$ cat config.mk
export PLATFORM = sky130hd
export DESIGN_NAME = fifo_se
export DESIGN_NICKNAME = d
export VERILOG_FILES = /design/src/rtl/fifo_se_pkg.sv /design/src/rtl/fifo_se_mem.sv /design/src/rtl/fifo_se.sv
export SDC_FILE = /design/constraint.sdc
export NUM_CORES = 1
export LEC_CHECK = 0
export ABC_AREA = 1
export CAP_MARGIN = 10
export CORE_MARGIN = 1
export CORE_UTILIZATION = 59
export DETAILED_ROUTE_END_ITERATION = 8
export PLACE_DENSITY = 0.8
export SYNTH_ARGS = -nofsm -noshare
export SYNTH_HDL_FRONTEND = slang
export SYNTH_SLANG_ARGS = --single-unit
$ cat constraint.sdc
create_clock -name i_clk -period 2.76 [get_ports i_clk]
set_input_delay 0.552 -clock i_clk [delete_from_list [all_inputs] [get_ports i_clk]]
set_output_delay 0.552 -clock i_clk [all_outputs]
set_load 0.05 [all_outputs]
$ cat src/rtl/fifo_se_pkg.sv
// Shared types for the fifo_se queue element and its on-chip test fixture.
// Latency: n/a (types and a pure decode function only).
// Backpressure: n/a.
package fifo_se_pkg;

  // Requested operation for one clock edge, before full/empty qualification.
  typedef enum logic [1:0] {
    OP_IDLE = 2'b00,
    OP_PUSH = 2'b01,
    OP_POP  = 2'b10,
    OP_BOTH = 2'b11
  } fifo_op_e;

  // Fixture sequencer states.
  typedef enum logic [2:0] {
    FX_IDLE  = 3'd0,
    FX_FILL  = 3'd1,
    FX_CHKF  = 3'd2,
    FX_DRAIN = 3'd3,
    FX_CHKE  = 3'd4,
    FX_DONE  = 3'd5
  } fixture_state_e;

  function automatic fifo_op_e decode_op(input logic push, input logic pop);
    return fifo_op_e'({pop, push});
  endfunction

endpackage

$ cat src/rtl/fifo_se_mem.sv
// Storage array for fifo_se: DEPTH x DATA_WIDTH, one sync write, one async read.
// Latency: write visible on rdata the cycle after the write edge; read is combinational.
// Backpressure: none; the caller qualifies we.
// Ports: i_clk; i_we/i_waddr/i_wdata write port; i_raddr/o_rdata read port. No reset.
module fifo_se_mem #(
  parameter int DATA_WIDTH = 16,
  parameter int DEPTH      = 8,
  parameter int ADDR_WIDTH = 3
) (
  input  logic                  i_clk,
  input  logic                  i_we,
  input  logic [ADDR_WIDTH-1:0] i_waddr,
  input  logic [DATA_WIDTH-1:0] i_wdata,
  input  logic [ADDR_WIDTH-1:0] i_raddr,
  output logic [DATA_WIDTH-1:0] o_rdata
);

  logic [DATA_WIDTH-1:0] mem_q [DEPTH];

  always_ff @(posedge i_clk) begin
    if (i_we) begin
      mem_q[i_waddr] <= i_wdata;
    end
  end

  assign o_rdata = mem_q[i_raddr];

endmodule

$ cat src/rtl/fifo_se.sv
// Single-clock first-word-fall-through FIFO with sticky overflow/underflow flag.
// Latency: pushed word visible on o_data one cycle after the push edge; no bypass.
// Backpressure: push while full / pop while empty is dropped and sets o_err.
// Ports: i_clk, i_rst_n (async, active-low); i_data/i_push enqueue; i_pop dequeue;
//        o_data head word; o_empty, o_full, o_count occupancy; o_err sticky error.
module fifo_se
  import fifo_se_pkg::*;
#(
  parameter int DATA_WIDTH = 16,
  parameter int DEPTH      = 8
) (
  input  logic                      i_clk,
  input  logic                      i_rst_n,
  input  logic [DATA_WIDTH-1:0]     i_data,
  input  logic                      i_push,
  input  logic                      i_pop,
  output logic [DATA_WIDTH-1:0]     o_data,
  output logic                      o_empty,
  output logic                      o_full,
  output logic [$clog2(DEPTH):0]    o_count,
  output logic                      o_err
);

  localparam int ADDR_WIDTH = $clog2(DEPTH);
  localparam int CNT_WIDTH  = ADDR_WIDTH + 1;

  logic [ADDR_WIDTH-1:0] head_q, head_d;
  logic [ADDR_WIDTH-1:0] tail_q, tail_d;
  logic [CNT_WIDTH-1:0]  count_q, count_d;
  logic                  err_q, err_d;

  logic     empty;
  logic     full;
  logic     do_wr;
  logic     do_rd;
  fifo_op_e op;

  assign empty = (count_q == '0);
  assign full  = (count_q == CNT_WIDTH'(DEPTH));
  assign op    = decode_op(i_push, i_pop);

  always_comb begin
    do_wr = 1'b0;
    do_rd = 1'b0;
    err_d = err_q;
    case (op)
      OP_PUSH: begin
        if (full) err_d = 1'b1;
        else      do_wr = 1'b1;
      end
      OP_POP: begin
        if (empty) err_d = 1'b1;
        else       do_rd = 1'b1;
      end
      OP_BOTH: begin
        // On empty only the push can happen; the pop is the error.
        // When full, head==tail: the async read already presents the old head,
        // so overwriting that slot on the same edge is safe.
        do_wr = 1'b1;
        if (empty) err_d = 1'b1;
        else       do_rd = 1'b1;
      end
      default: begin
      end
    endcase
  end

  always_comb begin
    head_d  = head_q;
    tail_d  = tail_q;
    count_d = count_q;
    if (do_rd) head_d = head_q + 1'b1;
    if (do_wr) tail_d = tail_q + 1'b1;
    if (do_wr && !do_rd)      count_d = count_q + 1'b1;
    else if (do_rd && !do_wr) count_d = count_q - 1'b1;
  end

  always_ff @(posedge i_clk or negedge i_rst_n) begin
    if (!i_rst_n) begin
      head_q  <= '0;
      tail_q  <= '0;
      count_q <= '0;
      err_q   <= 1'b0;
    end else begin
      head_q  <= head_d;
      tail_q  <= tail_d;
      count_q <= count_d;
      err_q   <= err_d;
    end
  end

  fifo_se_mem #(
    .DATA_WIDTH (DATA_WIDTH),
    .DEPTH      (DEPTH),
    .ADDR_WIDTH (ADDR_WIDTH)
  ) u_mem (
    .i_clk   (i_clk),
    .i_we    (do_wr),
    .i_waddr (tail_q),
    .i_wdata (i_data),
    .i_raddr (head_q),
    .o_rdata (o_data)
  );

  assign o_empty = empty;
  assign o_full  = full;
  assign o_count = count_q;
  assign o_err   = err_q;

endmodule

==> impl_results.md <==
- Outcome: finished clean
- Post-synthesis sequential area ratio: 66.7%
- Max-Cap Viols: 0
- Pin count of the biggest net entering global routing: 61
- Setup Slack @ Placement: 0.0237 ns
- Net Count, Synth: 673
- Total negative slack: 0 ns
- GP Congestion: 0.854
- Critical path's top delay family: buffers and inverters
- Core Rows: 36
- Final Hold Viols: 0
- Post-DP HPWL: 7.63 mm
- # diodes: 0
- Worst-path cell chain: inv_1, buf_4, nor2_1, nand2_1, nand2_1, nand2_1, nand2_1, buf_12
- Number of remaining DRC errors: 0
- Period minus WS final: 2.65 ns
- Clk slew on worst S/H paths: 0.06 ns
- Drt initial violations: 364
- Unrepaired setup endpoints after global routing: false
- Crit-path max FO: 13
- Post-route ant nets: 0
- Clock latency on the worst-skew pair: 0.52 ns
- Chip height: 104 um
- Max Clk Rate: 378 MHz
- Core area: 9950 sq um
- Setup Skew: 0.00735 ns
- Total grt overflow: 0
- Critical path required time: 2.21 ns
- Critical path arrival: 2.10 ns
- Worst IR Drop VDD: 0.921 mV
- Vias per Instance: 5.17
- First-pass GRT wire length: 20.6 mm
- Cell Area, Synth: 6170 sq um
- Synthesized instance count: 647
- Cts bufs inserted: 17
- CTS Sinks: 139
- Fill cell total of the finished layout: 616
- CTS Root Cell: clkbuf_8
- Via count: 4385
- Worst Tran Pin Value: 0.690 ns
- Hold Path Class: input pin to asynchronous set/reset pin
- Initial Utilization: 62.0%
- Slew Viols, Final: 0
- Synthesis-stage register bit count: 139
- Wire per inst: 15.4 um
- Final net count: 729
- WP buf/inv: 3
- Synth area leaders: edfxtp_1, nand2_1, nor2_1
- Slowest-stage cell, CP: dfrtp_1
- Initial antenna violation count: 0
- Setup WS post-layout: 0.113 ns
- Max stage delay on crit path: 0.40 ns
- Global Route Usage Sum: 25.4%
- Die Width: 104 um
- Max Root-Sink Buffers: 2
- Routed WL: 13.0 mm
- Syn Area/Cell: 9.54 sq um
- Die area: 10900 sq um
- CP Class: register to primary output
- Synth top area share: 62.3%
- Synth unique cells: 17
- Relative slew margins: 53.9%
- Boundary Pins: 43
- Area grow syn2layout: 23.0%
- # setup viols final: 0
- R2R Setup Slk: 0.49 ns
- CP Capture Type: primary output
- Vias in the first global route: 4287
- First-pass DRT Iterations: 5
- CP dominant cell by count: nand2_1
- Syn. warnings: 0
- CTS tree: done
- H-tree depth: 4
- Port Buffers: 42
- Leak Pwr: 3.38 nW
- Cell taking the most area after synthesis: edfxtp_1
- Power density cells: 1260 nW/um^2
- Share of layout cells above drive strength 1: 9.23%
- Final period util: 95.9%
- Startpoint Class: register
[worst reg2reg max path, cell delays in order, from the launching register on]
cell     delay [ns]
dfrtp_1        0.45
nor2_1         0.22
nand3_1        0.16
nand2_1        0.19
ha_1           0.19
inv_1          0.09
ha_1           0.33
or2_2          0.32
nand2_1        0.07
nand2_1        0.04
nand3_1        0.06
nand2_1        0.05
[synthesized netlist by cell type, drive strengths merged]
| library cell | instances |
|---|---|
| clkbuf | 6 |
| nand2 | 237 |
| nand3b | 1 |
| fa | 1 |
| nand3 | 12 |
| o21ai | 2 |
| xor2 | 1 |
| dfrtp | 11 |
| nand4 | 1 |
| edfxtp | 128 |
| or2 | 1 |
| nor2 | 139 |
| inv | 79 |
| ha | 5 |
| xnor2 | 4 |
| buf | 19 |
[area by class of cell]
class / instances / area, sq um / area share (%)
flip-flops and latches: 139 / 4120 / 54.3
multi-input cells: 404 / 1630 / 21.4
repair buffers: 62 / 764 / 10.1
clock buffers: 18 / 418 / 5.50
inverters: 79 / 297 / 3.90
clock inverters: 13 / 199 / 2.62
well taps: 133 / 166 / 2.19
[power by group]
group | internal, W | switching (W) | leakage [nW]
combinational | 0.00167 | 0.00275 | 1.79
sequential | 0.00263 | 0.000170 | 1.29
clock | 0.00154 | 0.000819 | 0.292
total | 0.00584 | 0.00374 | 3.38
[worst paths after layout]
path	startpoint	endpoint	cells past startpoint
setup / recovery	head_q[1]$_DFFE_PN0P_	o_data[8]	8
hold / removal	i_rst_n	o_count[0]$_DFFE_PN0P_	1
setup reg to reg	o_count[1]$_DFFE_PN0P_	o_count[3]$_DFFE_PN0P_	11
hold reg to reg	o_err$_DFFE_PN0P_	o_err$_DFFE_PN0P_	2
max in group asynchronous	i_rst_n	head_q[0]$_DFFE_PN0P_	1
min in group i_clk	o_err$_DFFE_PN0P_	o_err$_DFFE_PN0P_	2
[logic make-up (layout without fill, tap and decap cells)]
logic type,after synthesis,count (layout),share of synthesized area (%)
AND/OR/NAND/NOR,391,391,24.2
adder cells (fa/ha/maj),6,6,1.34
flip-flops,139,139,66.7
buffers and inverters,104,172,6.91
XOR/XNOR,5,5,0.709
AO/OA/AOI/OAI,2,2,0.162
[cells in the final DEF (no fill, tap or decap)]
cell,instances
ha_1,5
buf_12,17
nand3b_1,1
nor2_1,139
nand2_1,237
clkinvlp_4,3
o21ai_0,2
buf_4,18
clkbuf_16,16
inv_6,1
dlygate4sd2_1,1
xor2_1,1
inv_1,79
clkdlybuf4s50_1,24
clkbuf_1,1
bufinv_16,5
dlymetal6s2s_1,1
buf_16,1
dfrtp_1,10
clkinv_2,2
nand3_1,12
dfrtp_4,1
edfxtp_1,128
clkinv_1,2
or2_2,1
clkbuf_8,1
fa_1,1
xnor2_1,4
nand4_1,1
[layer usage]
layer	wire [um]	track usage (%)
met5	0	0
met4	410	13.0
met3	838	5.08
met2	6880	44.3
met1	4920	29.9
[registers in the layout (all words and copies together) (netlist names)]
name	flops
u_mem.mem_q	128
o_count	4
o_err	1
head_q	3
tail_q	3
[metrics by stage]
stage               total power (W)  cell area, sq um  hold WS, ns  std cells  utilization, %
floorplan                   0.00550              6170        0.256        647               -
global placement            0.00699              6950        0.492        815            69.9
detailed placement          0.00716              6950        0.482        815            69.9
CTS                         0.00957              7580        0.370        847            76.1
global route                 0.0101              7590        0.389        848            76.3
finish                      0.00958              7590        0.367        848            76.3
[what timing repair did]
item / 4_1_cts / 5_1_grt
buffers inserted: 1 / 1
endpoints found under the hold margin: 0 / 0
endpoints found under the setup margin: 2 / 3
hold buffers: 0 / 0
resized for setup: 1 / 2
(Power assumes the default switching activity.)
